`src/rtl/ddr4_cal_seq_pkg.sv`:
```
// Shared definitions for the DDR4 calibration ROM sequencer: instruction codes,
// ROM word field layout and FSM state encoding.
package ddr4_cal_seq_pkg;

    localparam logic [7:0] INSTR_END   = 8'h00;
    localparam logic [7:0] INSTR_WRITE = 8'h01;
    localparam logic [7:0] INSTR_READ  = 8'h02;
    localparam logic [7:0] INSTR_WAIT  = 8'h03;
    localparam logic [7:0] INSTR_JUMP  = 8'h04;

    localparam int BL_MSB    = 31;
    localparam int BL_LSB    = 24;
    localparam int INSTR_MSB = 23;
    localparam int INSTR_LSB = 16;
    localparam int ADDR_MSB  = 15;
    localparam int ADDR_LSB  = 0;

    typedef struct packed {
        logic [BL_MSB-BL_LSB:0]       burst_len;
        logic [INSTR_MSB-INSTR_LSB:0] instr;
        logic [ADDR_MSB-ADDR_LSB:0]   addr;
    } cal_entry_t;

    typedef enum logic [2:0] {
        S_IDLE,
        S_FETCH,
        S_DECODE,
        S_ISSUE,
        S_DELAY,
        S_NEXT,
        S_DONE,
        S_ERR
    } state_t;

endpackage

```
`src/rtl/ddr4_cal_rom_sequencer.sv`:
```
// Walks the calibration config ROM and turns each entry into a valid/ready
// command stream (WRITE/READ bursts), with WAIT, JUMP and END control entries.
module ddr4_cal_rom_sequencer
    import ddr4_cal_seq_pkg::*;
#(
    parameter int DATA_WIDTH = 32,
    parameter int ADDR_WIDTH = 6,
    parameter int DEPTH      = 64
) (
    input  logic                  clk_i,
    input  logic                  rst_i,
    input  logic                  start_i,
    output logic [ADDR_WIDTH-1:0] rom_addr_o,
    input  logic [DATA_WIDTH-1:0] rom_data_i,
    output logic                  cmd_valid_o,
    input  logic                  cmd_ready_i,
    output logic [7:0]            cmd_instr_o,
    output logic [15:0]           cmd_addr_o,
    output logic [7:0]            cmd_beat_o,
    output logic                  busy_o,
    output logic                  done_o,
    output logic                  err_o,
    output logic [ADDR_WIDTH-1:0] pc_o
);

    localparam logic [ADDR_WIDTH-1:0] LAST_PC = ADDR_WIDTH'(DEPTH - 1);

    state_t                state_q;
    logic [ADDR_WIDTH-1:0] pc_q;
    logic                  cmd_valid_q;
    logic [7:0]            cmd_instr_q;
    logic [15:0]           cmd_addr_q;
    logic [7:0]            cmd_beat_q;
    logic [7:0]            last_beat_q;
    logic [15:0]           dly_q;
    logic                  busy_q;
    logic                  done_q;
    logic                  err_q;
    cal_entry_t            ent;

    assign ent = cal_entry_t'(rom_data_i);

    always_ff @(posedge clk_i or posedge rst_i) begin
        if (rst_i) begin
            state_q     <= S_IDLE;
            pc_q        <= '0;
            cmd_valid_q <= 1'b0;
            cmd_instr_q <= '0;
            cmd_addr_q  <= '0;
            cmd_beat_q  <= '0;
            last_beat_q <= '0;
            dly_q       <= '0;
            busy_q      <= 1'b0;
            done_q      <= 1'b0;
            err_q       <= 1'b0;
        end else begin
            case (state_q)
                S_IDLE: begin
                    if (start_i) begin
                        pc_q    <= '0;
                        done_q  <= 1'b0;
                        err_q   <= 1'b0;
                        busy_q  <= 1'b1;
                        state_q <= S_FETCH;
                    end
                end
                S_FETCH: state_q <= S_DECODE;
                S_DECODE: begin
                    cmd_beat_q <= '0;
                    case (ent.instr)
                        INSTR_WRITE, INSTR_READ: begin
                            cmd_valid_q <= 1'b1;
                            cmd_instr_q <= ent.instr;
                            cmd_addr_q  <= ent.addr;
                            // A zero burst length still issues a single beat.
                            last_beat_q <= (ent.burst_len == 8'd0) ? 8'd0 : ent.burst_len - 8'd1;
                            state_q     <= S_ISSUE;
                        end
                        INSTR_WAIT: begin
                            dly_q   <= ent.addr;
                            state_q <= (ent.addr == 16'd0) ? S_NEXT : S_DELAY;
                        end
                        INSTR_JUMP: begin
                            pc_q    <= ent.addr[ADDR_WIDTH-1:0];
                            state_q <= S_FETCH;
                        end
                        INSTR_END: state_q <= S_DONE;
                        default:   state_q <= S_ERR;
                    endcase
                end
                S_ISSUE: begin
                    if (cmd_ready_i) begin
                        if (cmd_beat_q == last_beat_q) begin
                            cmd_valid_q <= 1'b0;
                            state_q     <= S_NEXT;
                        end else begin
                            cmd_beat_q <= cmd_beat_q + 8'd1;
                            cmd_addr_q <= cmd_addr_q + 16'd1;
                        end
                    end
                end
                S_DELAY: begin
                    if (dly_q == 16'd1) begin
                        state_q <= S_NEXT;
                    end else begin
                        dly_q <= dly_q - 16'd1;
                    end
                end
                S_NEXT: begin
                    // Falling off the last entry without an END is a program error.
                    if (pc_q == LAST_PC) begin
                        state_q <= S_ERR;
                    end else begin
                        pc_q    <= pc_q + 1'b1;
                        state_q <= S_FETCH;
                    end
                end
                S_DONE: begin
                    busy_q  <= 1'b0;
                    done_q  <= 1'b1;
                    state_q <= S_IDLE;
                end
                S_ERR: begin
                    busy_q  <= 1'b0;
                    err_q   <= 1'b1;
                    state_q <= S_IDLE;
                end
                default: state_q <= S_IDLE;
            endcase
        end
    end

    assign rom_addr_o  = pc_q;
    assign pc_o        = pc_q;
    assign cmd_valid_o = cmd_valid_q;
    assign cmd_instr_o = cmd_instr_q;
    assign cmd_addr_o  = cmd_addr_q;
    assign cmd_beat_o  = cmd_beat_q;
    assign busy_o      = busy_q;
    assign done_o      = done_q;
    assign err_o       = err_q;

endmodule
```
`config.mk`:
```
export PLATFORM = sky130hd
export DESIGN_NAME = ddr4_cal_rom_sequencer
export DESIGN_NICKNAME = d
export VERILOG_FILES = /design/src/rtl/ddr4_cal_seq_pkg.sv /design/src/rtl/ddr4_cal_rom_sequencer.sv
export SDC_FILE = /design/constraint.sdc
export NUM_CORES = 1
export LEC_CHECK = 0
export BUFFER_PORTS_ARGS = -buffer_cell sky130_fd_sc_hd__buf_4
export CORE_MARGIN = 4
export CORE_UTILIZATION = 56
export DETAILED_ROUTE_END_ITERATION = 12
export PLACE_DENSITY = 0.91
export SYNTH_ARGS = -nofsm -noshare
export SYNTH_HDL_FRONTEND = slang
export SYNTH_SLANG_ARGS = --single-unit
```
`constraint.sdc`:
```
create_clock -name clk_i -period 2.9 [get_ports clk_i]
set_input_delay 0.58 -clock clk_i [delete_from_list [all_inputs] [get_ports clk_i]]
set_output_delay 0.58 -clock clk_i [all_outputs]
set_load 0.03 [all_outputs]
```
==> results.cfg, run 1 <==
[route]
wl_um = 12600
wl_per_cell_um = 18.5
dr_total_vias = 4425
dr.pass1.iters = 5
drc = 0
vias_per_cell = 6.49
antenna_left = 0
drt_iter0_drc = 411

[setup_path]
cp-startpoint = dly_q[1]
rr_worst_depth = 8
crit_family = compound AO/OA/AOI/OAI gates
cp.depth = 8
cp_slowest_cell = a21oi_1
cp_cell_sequence = inv_1 > ha_1 > nor4b_1 > nand4_1 > a21oi_1 > buf_4 > nor2_1 > o22a_1
crit_buf_inv = 2
r2r_start = dly_q[1]
crit_type = flip-flop to flip-flop
worst_ep_required_time_ns = 3.13
max_stage_delay_ns = 0.60
crit_path_end_kind = flip-flop
cp-start-kind = flip-flop
path_max_fanout = 19
crit_arrival_ns = 2.70

[yosys]
yosys.cell_types.count = 68
ys_async_sr_fraction = 1.00
synth_nets = 547
ys_seq_area_frac = 0.399
synth_edf_count = 0
syn_area_per_cell_um2 = 8.58
ys.flop_type = dfrtp_1
syn-instance-count = 505
yosys_warnings = 0
syn_area_mm2 = 0.00433
ys_ff_latch = 69

[timing]
max_freq_mhz = 405
final.setup_skew_ns = 0.00617
period_share = 0.852
tightest_slew_ns = 0.787
fin_ws_ns = 0.429
hold_viol = 0
slew_headroom = 0.462
finalSetupViolations = 0
report.final.slew_viol_count = 0
tns_ns = 0
rsz0062_at_grt = no
min_period_ns = 2.47

[clock_network]
h-tree-depth = 3
cts_resized = 0
tritoncts.num_buffers = 9
clk_transition_reported_paths_ns = 0.07
root_buffer = clkbuf_8
cts.sinks = 69
post_cts_buffers = 0
clock_tree.buffer_depth = 2
cts.hold.buffers_added = 0
cts_tree = built
insertion_delay_ns = 0.34

[global_route]
overflow = 0
grt.total_usage = 0.281
grt_pass1_wl_um = 20200
grt_pass1_vias = 4286
antenna_found_initial = 0
grt_max_degree = 28

[power]
leakage_uw = 0.00224
p_int_uw = 2450
power_density_mw_per_mm2 = 890
combPwrFrac = 0.487
p_clk_frac = 0.158
p_seq_frac = 0.354
swShare = 0.468
power_switching_uw = 2150
irDropWorstVdd_mv = 0.569

[finish]
multi_input_area_mm2 = 0.00235
final-seq-area_mm2 = 0.00173
instances_no_fill = 682
diodes = 0
areaGrowthSynthToFinish_pct = 19.2
fin_nets = 621
fill_cells = 579
drive_gt1_frac = 0.225

[placement]
place_hpwl_um = 9310
portBuffers = 83
dp_slack_ns = 0.347
gp_congestion = 0.936
numPlacedInstances = 667

[die]
start_util = 0.588
core_area_mm2 = 0.00737
fp.dieH_um = 96.0
die_area_mm2 = 0.00921
num_rows = 31
ios = 84
die_width_um = 96.0

[status]
status = complete, no violations

[worst_hold_path]
hold_class = input pin to asynchronous set/reset pin

[flow_run]
maxCapViolations = 0
power groups by stage:
stage	logic, uW	registers (uW)	clock network [uW]
global route	2420	1670	766
finish	2240	1630	727
CTS	2210	1610	731
floorplan	1300	1810	0
detailed placement	2200	1630	0
global placement	2110	1600	0
sequential cells by signal, indices dropped and copies added (netlist names):
signal       count
cmd_valid_o      1
err_o            1
cmd_beat_o       8
busy_o           1
pc_o             6
dly_q           16
cmd_addr_o      16
done_o           1
cmd_instr_o      8
last_beat_q      8
state_q          3
final timing paths:
path / end / slack, ns
max in group asynchronous: cmd_addr_o[12] / 1.84
worst max-delay path: dly_q[13] / 0.43
worst max register to register: dly_q[13] / 0.43
worst min-delay path: cmd_instr_o[1] / 0.31
worst min register to register: cmd_instr_o[1] / 0.49
min in group clk_i: last_beat_q[0] / 0.44
cells by family (layout without fill, tap and decap cells):
family                     Yosys count  count (layout)  synth area share
xor gates and xnor gates            16              16            0.0324
and+or+nand+nor                    211             211             0.259
buffers and inverters               48             126            0.0604
adders and majority gates            6               6            0.0173
DFF                                 69              69             0.399
AOI/OAI and AO/OA                  151             151             0.223
muxes                                4               4           0.00982
metrics by stage:
stage / util / total power (uW) / instance area [um2] / hold slack [ns]
6_report: 0.700 / 4600 / 5160 / 0.314
5_1_grt: 0.700 / 4860 / 5160 / 0.360
4_1_cts: 0.700 / 4560 / 5160 / 0.322
3_5_place_dp: 0.676 / 3830 / 4980 / 0.471
3_3_place_gp: 0.676 / 3710 / 4980 / 0.455
2_1_floorplan: - / 3110 / 4330 / 0.470
routing by layer:
| layer | wire length (um) | vias up | global-route usage |
|---|---|---|---|
| met4 | 300 | 0 | 0.128 |
| met2 | 6140 | 265 | 0.464 |
| met3 | 1200 | 27 | 0.0438 |
| met1 | 4970 | 2110 | 0.361 |
| li1 | - | 2023 | - |
| met5 | 0 | - | 0 |
final cells by class:
class,instances,area share
clock buffers,14,0.0335
clock inverters,1,0.000970
inverters,13,0.00945
multi-input cells,388,0.455
flip-flops and latches,69,0.335
well taps,99,0.0240
repair buffers,98,0.143
synthesized netlist by cell type (3+ instances only):
cell / number / share of area
xnor2_1: 15 / 0.030
a2bb2oi_1: 3 / 0.0061
dfrtp_1: 69 / 0.40
buf_2: 5 / 0.0058
nor2_1: 46 / 0.040
nand4_1: 9 / 0.013
inv_1: 13 / 0.011
o22ai_1: 6 / 0.0087
o211ai_1: 7 / 0.012
and2_1: 8 / 0.012
clkbuf_1: 15 / 0.013
nand2_1: 50 / 0.043
nor4_1: 11 / 0.016
and3_1: 9 / 0.013
a211oi_1: 3 / 0.0052
a311oi_1: 6 / 0.012
buf_4: 10 / 0.017
nor3b_1: 4 / 0.0069
buf_6: 5 / 0.013
a31oi_1: 5 / 0.0072
o21a_1: 3 / 0.0052
o31ai_1: 7 / 0.012
o22a_1: 4 / 0.0081
nand3_1: 26 / 0.030
o21ai_0: 41 / 0.047
or4_1: 7 / 0.012
nor3_1: 10 / 0.012
ha_1: 6 / 0.017
and4_1: 7 / 0.014
a21oi_1: 41 / 0.047
o311ai_0: 3 / 0.0061
layout by cell type (no fill, tap or decap), types with 11 or more instances in the layout:
cell type,count
buf_4,98
dfrtp_1,69
nand2_1,50
nor2_1,46
o21ai_0,41
a21oi_1,41
nand3_1,26
xnor2_1,15
inv_1,12
clkbuf_8,12
nor4_1,11
worst register-to-register path, cell delays in order, from the launching register on:
cell and delay, ns:
dfrtp_1 0.39, inv_1 0.10, ha_1 0.16, nor4b_1 0.24, nand4_1 0.28, a21oi_1 0.60, buf_4 0.34, nor2_1 0.07
o22a_1 0.18
Note: power is estimated with default switching activity, not from simulation.
==> run 2: changes to the inputs <==
CTS_CLUSTER_DIAMETER = 80   (was not set)
PLACE_DENSITY = not set   (was 0.91)
PLACE_DENSITY_LB_ADDON = 0.3   (was not set)
SKIP_LAST_GASP = 1   (was not set)
==> run 2 against run 1 <==
Effect of this change: critical path type unchanged; flip-flop and latch count unchanged; critical path depth down 2; power up 4.9%; core utilization rose by 1.0 points; first-iteration DRC count down 14%; via count down 1.8%; largest cell class unchanged; hold slack got worse by 0.0081 ns; worst setup slack worse by 0.14 ns.
==> results.cfg, run 2 (synthesis results as in run 1) <==
[finish]
mostFrequentLayoutCell = buf_4
utilization = 0.711
fill_cells = 592
final_cell_mix = buf_4 (96), dfrtp_1 (69), nand2_1 (50)
design_area_mm2 = 0.00524
drive_gt1_frac = 0.228
diodes = 0
fin_nets = 620
areaGrowthSynthToFinish_pct = 20.9

[timing]
final.setup_skew_ns = 0.0104
hold_viol = 0
max_freq_mhz = 383
period_share = 0.900
tns_ns = 0
finalSetupViolations = 0
report.final.slew_viol_count = 0
tightest_slew_ns = 0.800
min_period_ns = 2.61
rsz0062_at_grt = no
fin_ws_ns = 0.289
slew_headroom = 0.453

[setup_path]
worst_ep_required_time_ns = 3.13
path_max_fanout = 19
cp-startpoint = dly_q[8]
r2r-end = dly_q[12]
crit_arrival_ns = 2.84
crit_path_end_kind = flip-flop
cp-start-kind = flip-flop
rr_worst_depth = 6
rrSetupSlack_ns = 0.29
crit_type = flip-flop to flip-flop
r2r_start = dly_q[8]

[global_route]
grt_pass1_wl_um = 20000
antenna_found_initial = 0
grt.total_usage = 0.276
grt_pass1_vias = 4225
overflow = 0
grt_max_degree = 70

[die]
num_rows = 31
core_area_mm2 = 0.00737
die_area_mm2 = 0.00921
die_width_um = 96.0
ios = 84
fp.dieH_um = 96.0
start_util = 0.588

[placement]
gp_congestion = 0.925
place_hpwl_um = 8820
portBuffers = 83
dp_slack_ns = 0.306
dpl_cell_area_mm2 = 0.00499

[power]
irDropWorstVdd_mv = 0.502
combPwrFrac = 0.462
p_seq_frac = 0.335
p_total_uw = 4820
power_switching_uw = 2160
power_density_mw_per_mm2 = 920
leakage_uw = 0.00227
p_clk_frac = 0.204
swShare = 0.449
p_int_uw = 2660

[clock_network]
clock_tree.buffer_depth = 2
cts_tree = built
tritoncts.num_buffers = 9
root_buffer = clkbuf_8
cts.hold.buffers_added = 0
cts.sinks = 69
cts_resized = 0
clk_transition_reported_paths_ns = 0.08
h-tree-depth = 3
post_cts_buffers = 0
insertion_delay_ns = 0.35

[route]
wl_um = 12200
dr.pass1.iters = 5
antenna_left = 0
wl_per_cell_um = 17.9
drt_iter0_drc = 352
vias_per_cell = 6.37
drc = 0
dr_total_vias = 4345

[flow_run]
maxCapViolations = 0

[worst_hold_path]
hold_class = input pin to asynchronous set/reset pin

[status]
status = complete, no violations
-- run 2: cell count changes in the layout (fill, tap and decap cells not counted) --
cell,delta
buf_12,+1
bufinv_16,+3
clkbuf_1,-2
clkinvlp_4,+2
buf_4,-2
clkbuf_8,-2
-- run 2: metrics by stage --
step,std cells,hold WS [ns]
5_1_grt,682,0.342
3_5_place_dp,666,0.468
2_1_floorplan,505,0.470
6_report,682,0.306
3_3_place_gp,666,0.470
4_1_cts,682,0.323
-- run 2: worst max path at each step --
stage / to / slack, ns / cells after the start
after global routing: dly_q[13] / 0.06 / 6
after detailed placement: dly_q[1] / 0.31 / 7
after floorplan: busy_o / 0.58 / 1
after global placement: dly_q[1] / 0.40 / 7
final: dly_q[12] / 0.29 / 6
after CTS: dly_q[12] / 0.29 / 6
-- run 2: critical path, cell delays in order, from the launching register on --
cell     delay, ns
dfrtp_1       0.43
nor4_2        0.55
nand4_1       0.29
a21oi_1       0.62
buf_4         0.34
a21oi_1       0.06
o22a_1        0.20
-- run 2: power groups by stage --
| stage | clock, uW | combinational, uW | sequential, uW |
|---|---|---|---|
| global placement | 0 | 2130 | 1590 |
| floorplan | 0 | 1300 | 1810 |
| detailed placement | 0 | 2190 | 1620 |
| finish | 981 | 2230 | 1610 |
| CTS | 987 | 2210 | 1600 |
| global route | 1030 | 2410 | 1660 |
-- run 2: area by class of cell --
class	instances	area, um2	area share
clock buffer	10	138	0.0263
inverter	13	48.8	0.00932
multi-input combinational	388	2350	0.449
timing repair buffer	97	741	0.141
clock inverter	6	110	0.0210
sequential	69	1730	0.330
tap	99	124	0.0237
-- run 2: per-layer routing --
layer	wire, um	up-vias	global-route usage
met4	291	0	0.111
met5	0	-	0
met3	1010	32	0.0344
met1	5020	2066	0.363
li1	-	2023	-
met2	5870	224	0.463
